<file path="src/rtl/apb_timer_slave.sv">
// APB timer slave: 32-bit down-counter with prescaler, auto-reload and level IRQ.
// Zero-wait-state register file behind the bridge's fixed two-cycle transfer.
module apb_timer_slave #(
    parameter int DATA_WIDTH     = 32,
    parameter int ADDR_WIDTH     = 32,
    parameter int PRESCALE_WIDTH = 8
) (
    input  logic                  H_CLK,
    input  logic                  H_RESET,
    input  logic                  P_SELx,
    input  logic                  P_ENABLE,
    input  logic                  P_WRITE,
    input  logic [ADDR_WIDTH-1:0] P_ADDR,
    input  logic [DATA_WIDTH-1:0] P_WDATA,
    output logic [DATA_WIDTH-1:0] P_RDATA,
    output logic                  TIMER_IRQ
);

    typedef enum logic [1:0] {
        IDLE   = 2'd0,
        SETUP  = 2'd1,
        ACCESS = 2'd2
    } apb_state_t;

    localparam logic [1:0] OFF_CTRL   = 2'd0;
    localparam logic [1:0] OFF_LOAD   = 2'd1;
    localparam logic [1:0] OFF_VALUE  = 2'd2;
    localparam logic [1:0] OFF_STATUS = 2'd3;

    localparam logic [DATA_WIDTH-1:0]     VAL_ONE = DATA_WIDTH'(1);
    localparam logic [PRESCALE_WIDTH-1:0] PSC_ONE = PRESCALE_WIDTH'(1);

    apb_state_t state;
    apb_state_t state_nxt;

    logic                      en;
    logic                      auto_reload;
    logic                      irq_en;
    logic [PRESCALE_WIDTH-1:0] prescale;
    logic [PRESCALE_WIDTH-1:0] psc_cnt;
    logic [DATA_WIDTH-1:0]     load;
    logic [DATA_WIDTH-1:0]     value;
    logic                      expired;

    logic [1:0] reg_sel;
    logic       commit;
    logic       wr_ctrl;
    logic       wr_load;
    logic       wr_status;
    logic       en_rise;
    logic       tick;
    logic       expire;
    logic       unused_addr;

    assign reg_sel     = P_ADDR[3:2];
    assign unused_addr = ^{P_ADDR[ADDR_WIDTH-1:4], P_ADDR[1:0]};

    // APB transfer tracking
    always_comb begin
        state_nxt = state;
        unique case (state)
            IDLE:    if (P_SELx && !P_ENABLE) state_nxt = SETUP;
            SETUP:   if (P_SELx && P_ENABLE)  state_nxt = ACCESS;
            ACCESS:  if (P_SELx && !P_ENABLE) state_nxt = SETUP;
            default: state_nxt = IDLE;
        endcase
        if (!P_SELx) state_nxt = IDLE;
    end

    always_ff @(posedge H_CLK) begin
        if (H_RESET) state <= IDLE;
        else         state <= state_nxt;
    end

    // Only the SETUP->ACCESS edge commits; a held ACCESS never re-writes.
    assign commit    = (state == SETUP) && P_SELx && P_ENABLE && P_WRITE;
    assign wr_ctrl   = commit && (reg_sel == OFF_CTRL);
    assign wr_load   = commit && (reg_sel == OFF_LOAD);
    assign wr_status = commit && (reg_sel == OFF_STATUS);
    assign en_rise   = wr_ctrl && P_WDATA[0] && !en;

    assign tick   = en && (psc_cnt == prescale);
    assign expire = tick && (value == '0);

    always_ff @(posedge H_CLK) begin
        if (H_RESET) begin
            en          <= 1'b0;
            auto_reload <= 1'b0;
            irq_en      <= 1'b0;
            prescale    <= '0;
        end else if (wr_ctrl) begin
            en          <= P_WDATA[0];
            auto_reload <= P_WDATA[1];
            irq_en      <= P_WDATA[2];
            prescale    <= P_WDATA[8 +: PRESCALE_WIDTH];
        end else if (expire && !auto_reload) begin
            en <= 1'b0;
        end
    end

    always_ff @(posedge H_CLK) begin
        if (H_RESET)      load <= '0;
        else if (wr_load) load <= P_WDATA;
    end

    // A LOAD write overrides whatever the tick would have done.
    always_ff @(posedge H_CLK) begin
        if (H_RESET) begin
            value <= '0;
        end else if (wr_load) begin
            value <= P_WDATA;
        end else if (tick) begin
            if (value != '0)      value <= value - VAL_ONE;
            else if (auto_reload) value <= load;
        end
    end

    always_ff @(posedge H_CLK) begin
        if (H_RESET) begin
            psc_cnt <= '0;
        end else if (wr_load || en_rise) begin
            psc_cnt <= '0;
        end else if (en) begin
            psc_cnt <= tick ? '0 : psc_cnt + PSC_ONE;
        end
    end

    // Set has priority over the W1C clear.
    always_ff @(posedge H_CLK) begin
        if (H_RESET)                      expired <= 1'b0;
        else if (expire)                  expired <= 1'b1;
        else if (wr_status && P_WDATA[0]) expired <= 1'b0;
    end

    assign TIMER_IRQ = expired & irq_en;

    logic [DATA_WIDTH-1:0] rd_ctrl;
    logic [DATA_WIDTH-1:0] rd_status;

    always_comb begin
        rd_ctrl                         = '0;
        rd_ctrl[0]                      = en;
        rd_ctrl[1]                      = auto_reload;
        rd_ctrl[2]                      = irq_en;
        rd_ctrl[8 +: PRESCALE_WIDTH]    = prescale;
        rd_status                       = '0;
        rd_status[0]                    = expired;
    end

    always_comb begin
        P_RDATA = '0;
        if (P_SELx && !P_WRITE) begin
            unique case (reg_sel)
                OFF_CTRL:   P_RDATA = rd_ctrl;
                OFF_LOAD:   P_RDATA = load;
                OFF_VALUE:  P_RDATA = value;
                OFF_STATUS: P_RDATA = rd_status;
                default:    P_RDATA = '0;
            endcase
        end
    end

endmodule

</file>
<file path="config.mk">
export PLATFORM = sky130hd
export DESIGN_NAME = apb_timer_slave
export DESIGN_NICKNAME = d
export VERILOG_FILES = /design/src/rtl/apb_timer_slave.sv
export SDC_FILE = /design/constraint.sdc
export NUM_CORES = 1
export LEC_CHECK = 0
export CAP_MARGIN = 20
export CELL_PAD_IN_SITES_DETAIL_PLACEMENT = 0
export CELL_PAD_IN_SITES_GLOBAL_PLACEMENT = 1
export CORE_UTILIZATION = 38
export DETAILED_ROUTE_END_ITERATION = 10
export PLACE_DENSITY_LB_ADDON = 0.05
export SLEW_MARGIN = 20
export SYNTH_ARGS = -nofsm -noshare
export SYNTH_HDL_FRONTEND = slang
export SYNTH_SLANG_ARGS = --single-unit
</file>
<file path="constraint.sdc">
create_clock -name H_CLK -period 3.16 [get_ports H_CLK]
set_clock_uncertainty 0.15 [all_clocks]
set_input_delay 0.632 -clock H_CLK [delete_from_list [all_inputs] [get_ports H_CLK]]
set_output_delay 0.632 -clock H_CLK [all_outputs]
set_load 0.01 [all_outputs]
</file>
After elaboration in Yosys (flattened, before gate mapping) --
Cells that the tools add are included.
Word-level totals: register bits after elaboration 86, input port bits 69
Operators by class: bitwise operators 2, add/sub/neg operators 2, equal/unequal tests 8, reductions and logical operators 33, mux-type cells 14
Operators by type and width (count):
- $mux W32 | 5
- $pmux W32 S4 | 1
- $logic_not A32 Y1 | 1
- $reduce_bool A32 Y1 | 1
- $sub A32 B1 Y32 const B | 1
- $logic_and A1 B1 Y1 | 15
- $add A8 B1 Y8 const B | 1
- $eq A8 B8 Y1 | 1
- $mux W8 | 1
- $eq A2 B2 Y1 const B | 3
- $reduce_bool A2 Y1 | 3
- $reduce_or A2 Y1 | 3
- $eq A2 B1 Y1 const B | 2
- $logic_not A1 Y1 | 4
- $logic_not A2 Y1 | 2
- $mux W1 | 4
- $mux W2 | 2
- $pmux W2 S2 | 1
- $reduce_and A2 Y1 | 2
- $reduce_bool A3 Y1 | 1
- $ne A2 B1 Y1 const B | 1
- $ne A2 B2 Y1 const B | 1
- $and A1 B1 Y1 | 1
- $logic_or A1 B1 Y1 | 1
- $not A1 Y1 | 1

Longest topological paths before layout --
word-level depth 9, mapped depth 12, gate-level depth less buffers 8

Worst setup path after synthesis --
Ideal clock, no wire load.
path kind reg2reg, start reg value[0], end reg value[0], library setup time 0.133 ns, stages on the path, launching flop included 13, slack 0.557 ns, period minus slack after synthesis 2.603 ns, required time 2.877 ns, arrival time 2.320 ns, cells stage by stage dfxtp_1 > inv_1 > ha_1 > or4b_1 > buf_2 > or4_4 > buf_6 > nor2_4 > buf_6 > buf_8 > a211oi_1 > a21oi_1 > a211oi_2
On the way: cells in the longest elaborated chain, start to end 4, elaborated cells between the ends (all ways) 7
RTL lines:
- start, declared | RTL line 42 | logic [DATA_WIDTH-1:0] value;
- start signal, assigned | RTL line 113 | if (value != '0) value <= value - VAL_ONE;
- start signal, assigned | RTL line 114 | else if (auto_reload) value <= load;
- $sub A32 B1 Y32 or $reduce_bool A32 Y1 (tied branches) | RTL line 113
- $mux W32 | RTL line 113
- $mux W32 | RTL line 112 | end else if (tick) begin
- $mux W32 | RTL line 110 | end else if (wr_load) begin
Parallel ways exist; a longest one is shown, timed or not. The select of a mux whose other input is x is not followed. A chain may end at the register's enable or synchronous reset.

Worst setup path in the final report --
start in P_ADDR[2], end out P_RDATA[27]
On the way: cells in the longest elaborated chain, start to end 3, elaborated cells between the ends (all ways) 6
RTL lines:
- start, declared | RTL line 13 | input logic [ADDR_WIDTH-1:0] P_ADDR,
- $eq A2 B2 Y1 (tied with other cells) | RTL line 153 | unique case (reg_sel)
- $pmux W32 S4 (*) | RTL line 153
- $mux W32 (*) | RTL line 152 | if (P_SELx && !P_WRITE) begin
- end, declared | RTL line 15 | output logic [DATA_WIDTH-1:0] P_RDATA,
Every way passes the cells marked *; elsewhere a longest branch is shown, timed or not.

==> impl_summary.txt <==
----------------------------------------------------
[Outcome]
  Status ... completed

[Clocking]
  H-tree lvl count ... 3
  Clock sink total ... 86
  CTS tree ... done
  TritonCTS buffer count ... 9
  Clock buffer depth ... 2
  Insertion delay to the later sink of the worst-skew pair ... 0.35 ns
  Clock root buffer ... sky130_fd_sc_hd__clkbuf_16
  Clock-pin slew reported for the worst setup and hold paths after clock tree synthesis ... 0.06 ns

[Global route]
  Largest net degree at the start of global routing ... 35
  Met1 track utilization from global routing ... 35.77%
  Total congestion overflow ... 0
  Via count of the first global-routing pass ... 5413
  Met3 Resource Use GR ... 4.789%
  Number of antenna violations at the first check in global routing ... 0
  Wire length of the first global-routing pass ... 29900 µm
  GRT Max-Usage Layer ... met2
  Met2 demand-to-capacity share in global routing ... 44.37%
  Gr usage total ... 27.15%

[Detailed routing]
  Wirelength per Cell ... 19.25 µm
  Final routed DRC violation total ... 0
  First-iteration detailed-routing DRC count ... 501
  Drt total wl ... 18540 µm
  Detailed-router iteration count before antenna repair ... 5
  Number of vias in the routed layout ... 5547
  Routed vias/inst ... 5.760
  Final antenna-violating net count ... 0

[Cells and area]
  Area growth from synthesis to layout ... 29.97%
  Total Nets Final ... 855
  Final cell count without fillers ... 963
  Post-route core utilization ... 50.86%
  Antenna diode instance count ... 0
  Number of fill cells in the layout ... 1338
  Layout cell share with drive strength beyond 1 ... 12.96%

[STA]
  Number of endpoints with negative hold slack in the final report ... 0
  Slew at the pin closest to its max-slew limit ... 0.6248 ns
  Final cycle utilization of the critical path ... 95.81%
  Slew Limit Fails ... 0
  Min Tclk post-route ... 3.028 ns
  Max transition margin ... 58.06%
  Worst hold slack across all endpoints ... 0.3185 ns
  Setup total negative slack ... 0 ns
  Final setup violation count ... 0
  Unrepaired setup endpoints after global routing ... no
  Achievable clock frequency ... 330.3 MHz

[Hold path]
  Worst Hold Class ... reg2reg

[Floorplanning]
  Initial cell density of the core ... 39.13%
  Die Span X ... 119.0 µm
  Die extent in y ... 119.0 µm
  Row cnt ... 42
  Area of the core ... 0.01330 mm²
  Area of the die ... 0.01416 mm²
  IO Count ... 102

[Job]
  Max Cap Violations ... 0

[Power and ir drop]
  Static leakage ... 0.002415 µW
  Worst VDD drop ... 0.0003154 V
  Pwr dens ... 359.3 mW/mm²
  Total chip power ... 2429 µW

[Worst setup path]
  CP Capture Type ... primary output
  Reg2Reg Setup Slack ... 0.20 ns
  Critical Path Start Type ... input port
  Maximum fanout along the worst path ... 8
  Crit path kind ... in2out
  CP Data Required Time ... 2.38 ns
  Arrival time of the worst setup path ... 2.25 ns

[Synthesis]
  Synthesized instance count ... 693
  Top area cells in the synthesized netlist ... sky130_fd_sc_hd__dfxtp_1, sky130_fd_sc_hd__nand2_1, sky130_fd_sc_hd__a21oi_1
  Most area-hungry cell type in the Yosys netlist ... sky130_fd_sc_hd__dfxtp_1
  FFs w/ async S/R, synth ... 0%
  Netlist area before placement ... 0.005202 mm²
  Ys flop type ... sky130_fd_sc_hd__dfxtp_1
  Avg Inst Size Synth ... 7.507 µm²
  Synth top area share ... 33.09%
  Number of flops mapped to enable cells by yosys ... 0
  Synth unique cells ... 67
  YS warnings ... 0
  Post-synth net total ... 765
  Sequential cell area fraction in the yosys report ... 33.09%
  Post-synthesis sequential element count ... 86

[Place]
  Final GP Congestion ... 0.8618
  Number of port buffers ... 71
  Cell count after placement ... 945
  Hpwl dp ... 13060 µm

----------------------------------------------------
## cells by family after synthesis
kind of cell	Yosys count	share of synthesized area [%]
AOI/OAI and AO/OA	208	26.72
xor gates and xnor gates	22	3.704
adders and majority gates	3	0.7216
buffers and inverters	71	5.940
DFF	86	33.09
muxes	23	4.666
and+or+nand+nor	280	25.16
## stage by stage
| step | cell area (µm²) | setup WS [ns] |
|---|---|---|
| after floorplan | 5202 | 0.5574 |
| after global placement | 6399 | -0.04685 |
| after detailed placement | 6399 | -0.06494 |
| after CTS | 6761 | 0.1182 |
| after global routing | 6761 | 0.05876 |
| final | 6761 | 0.1323 |
## timing repair
| action | in CTS | in global routing |
|---|---|---|
| endpoints found under the setup margin | 24 | 0 |
| setup buffers | 1 | 0 |
| gates resized for setup | 5 | 0 |
| hold buffers | 0 | 0 |
## final cells by class
class	count	area, µm²	share of cell area [%]
Tap cell	176	220.2	3.257
Timing Repair Buffer	137	1297	19.19
Sequential cell	86	1722	25.46
Inverter	13	48.80	0.7217
Multi-Input combinational cell	536	3197	47.28
Clock buffer	12	256.5	3.793
Clock inverter	3	20.02	0.2961
## synthesized netlist by cell type, types with 9 or more instances
cell / count
sky130_fd_sc_hd__a211oi_1: 9
sky130_fd_sc_hd__a21oi_1: 71
sky130_fd_sc_hd__a22oi_1: 21
sky130_fd_sc_hd__a31oi_1: 9
sky130_fd_sc_hd__clkbuf_1: 45
sky130_fd_sc_hd__dfxtp_1: 86
sky130_fd_sc_hd__inv_1: 13
sky130_fd_sc_hd__mux2i_1: 22
sky130_fd_sc_hd__nand2_1: 99
sky130_fd_sc_hd__nand3_1: 15
sky130_fd_sc_hd__nor2_1: 91
sky130_fd_sc_hd__nor3_1: 12
sky130_fd_sc_hd__nor4_1: 18
sky130_fd_sc_hd__o211ai_1: 10
sky130_fd_sc_hd__o21ai_0: 24
sky130_fd_sc_hd__xnor2_1: 12
sky130_fd_sc_hd__xor2_1: 10
## placed cells by master (no fill, tap or decap), drive strengths merged, types with 11 or more instances in the layout
cell           netlist  layout
mux2i               22      22
a22oi               21      21
nand3               15      15
nor2                92      92
xnor2               12      12
inv                 13      13
o211ai              11      11
nand2               99      99
nor3                13      13
clkbuf              45      12
dfxtp               86      86
nor4                19      19
a21oi               71      71
buf                 13      66
clkdlybuf4s50        0      68
o21ai               30      30
a211oi              12      12
## per-layer routing
metal	part of all wire (%)	wire, µm
met1	45	8416
met5	0	0
met2	48	8826
met4	2.0	374
met3	5.0	920
## final timing paths
check / startpoint / to / depth (start not counted)
hold / removal: load[21] / load[21] / 2
setup / recovery: P_ADDR[2] / P_RDATA[27] / 6
setup reg to reg: value[6] / value[23] / 6
hold reg to reg: load[21] / load[21] / 2
## flip-flops by register name, summed over array words and instances, names as in the netlist
register	cells
en	1
state	2
expired	1
auto_reload	1
psc_cnt	8
value	32
prescale	8
irq_en	1
load	32
## critical path, cell delays in order
cell	delay, ns
sky130_fd_sc_hd__dlygate4sd2_1	0.32
sky130_fd_sc_hd__nor2b_4	0.25
sky130_fd_sc_hd__bufbuf_16	0.31
sky130_fd_sc_hd__a22oi_1	0.09
sky130_fd_sc_hd__nor2_1	0.10
sky130_fd_sc_hd__clkdlybuf4s50_1	0.54
## report_power, final
group | internal [µW] | total, µW | switching, µW
clock | 571 | 1020 | 450
combinational | 142 | 317 | 176
sequential | 1090 | 1090 | 4.05
(Power assumes the default switching activity.)
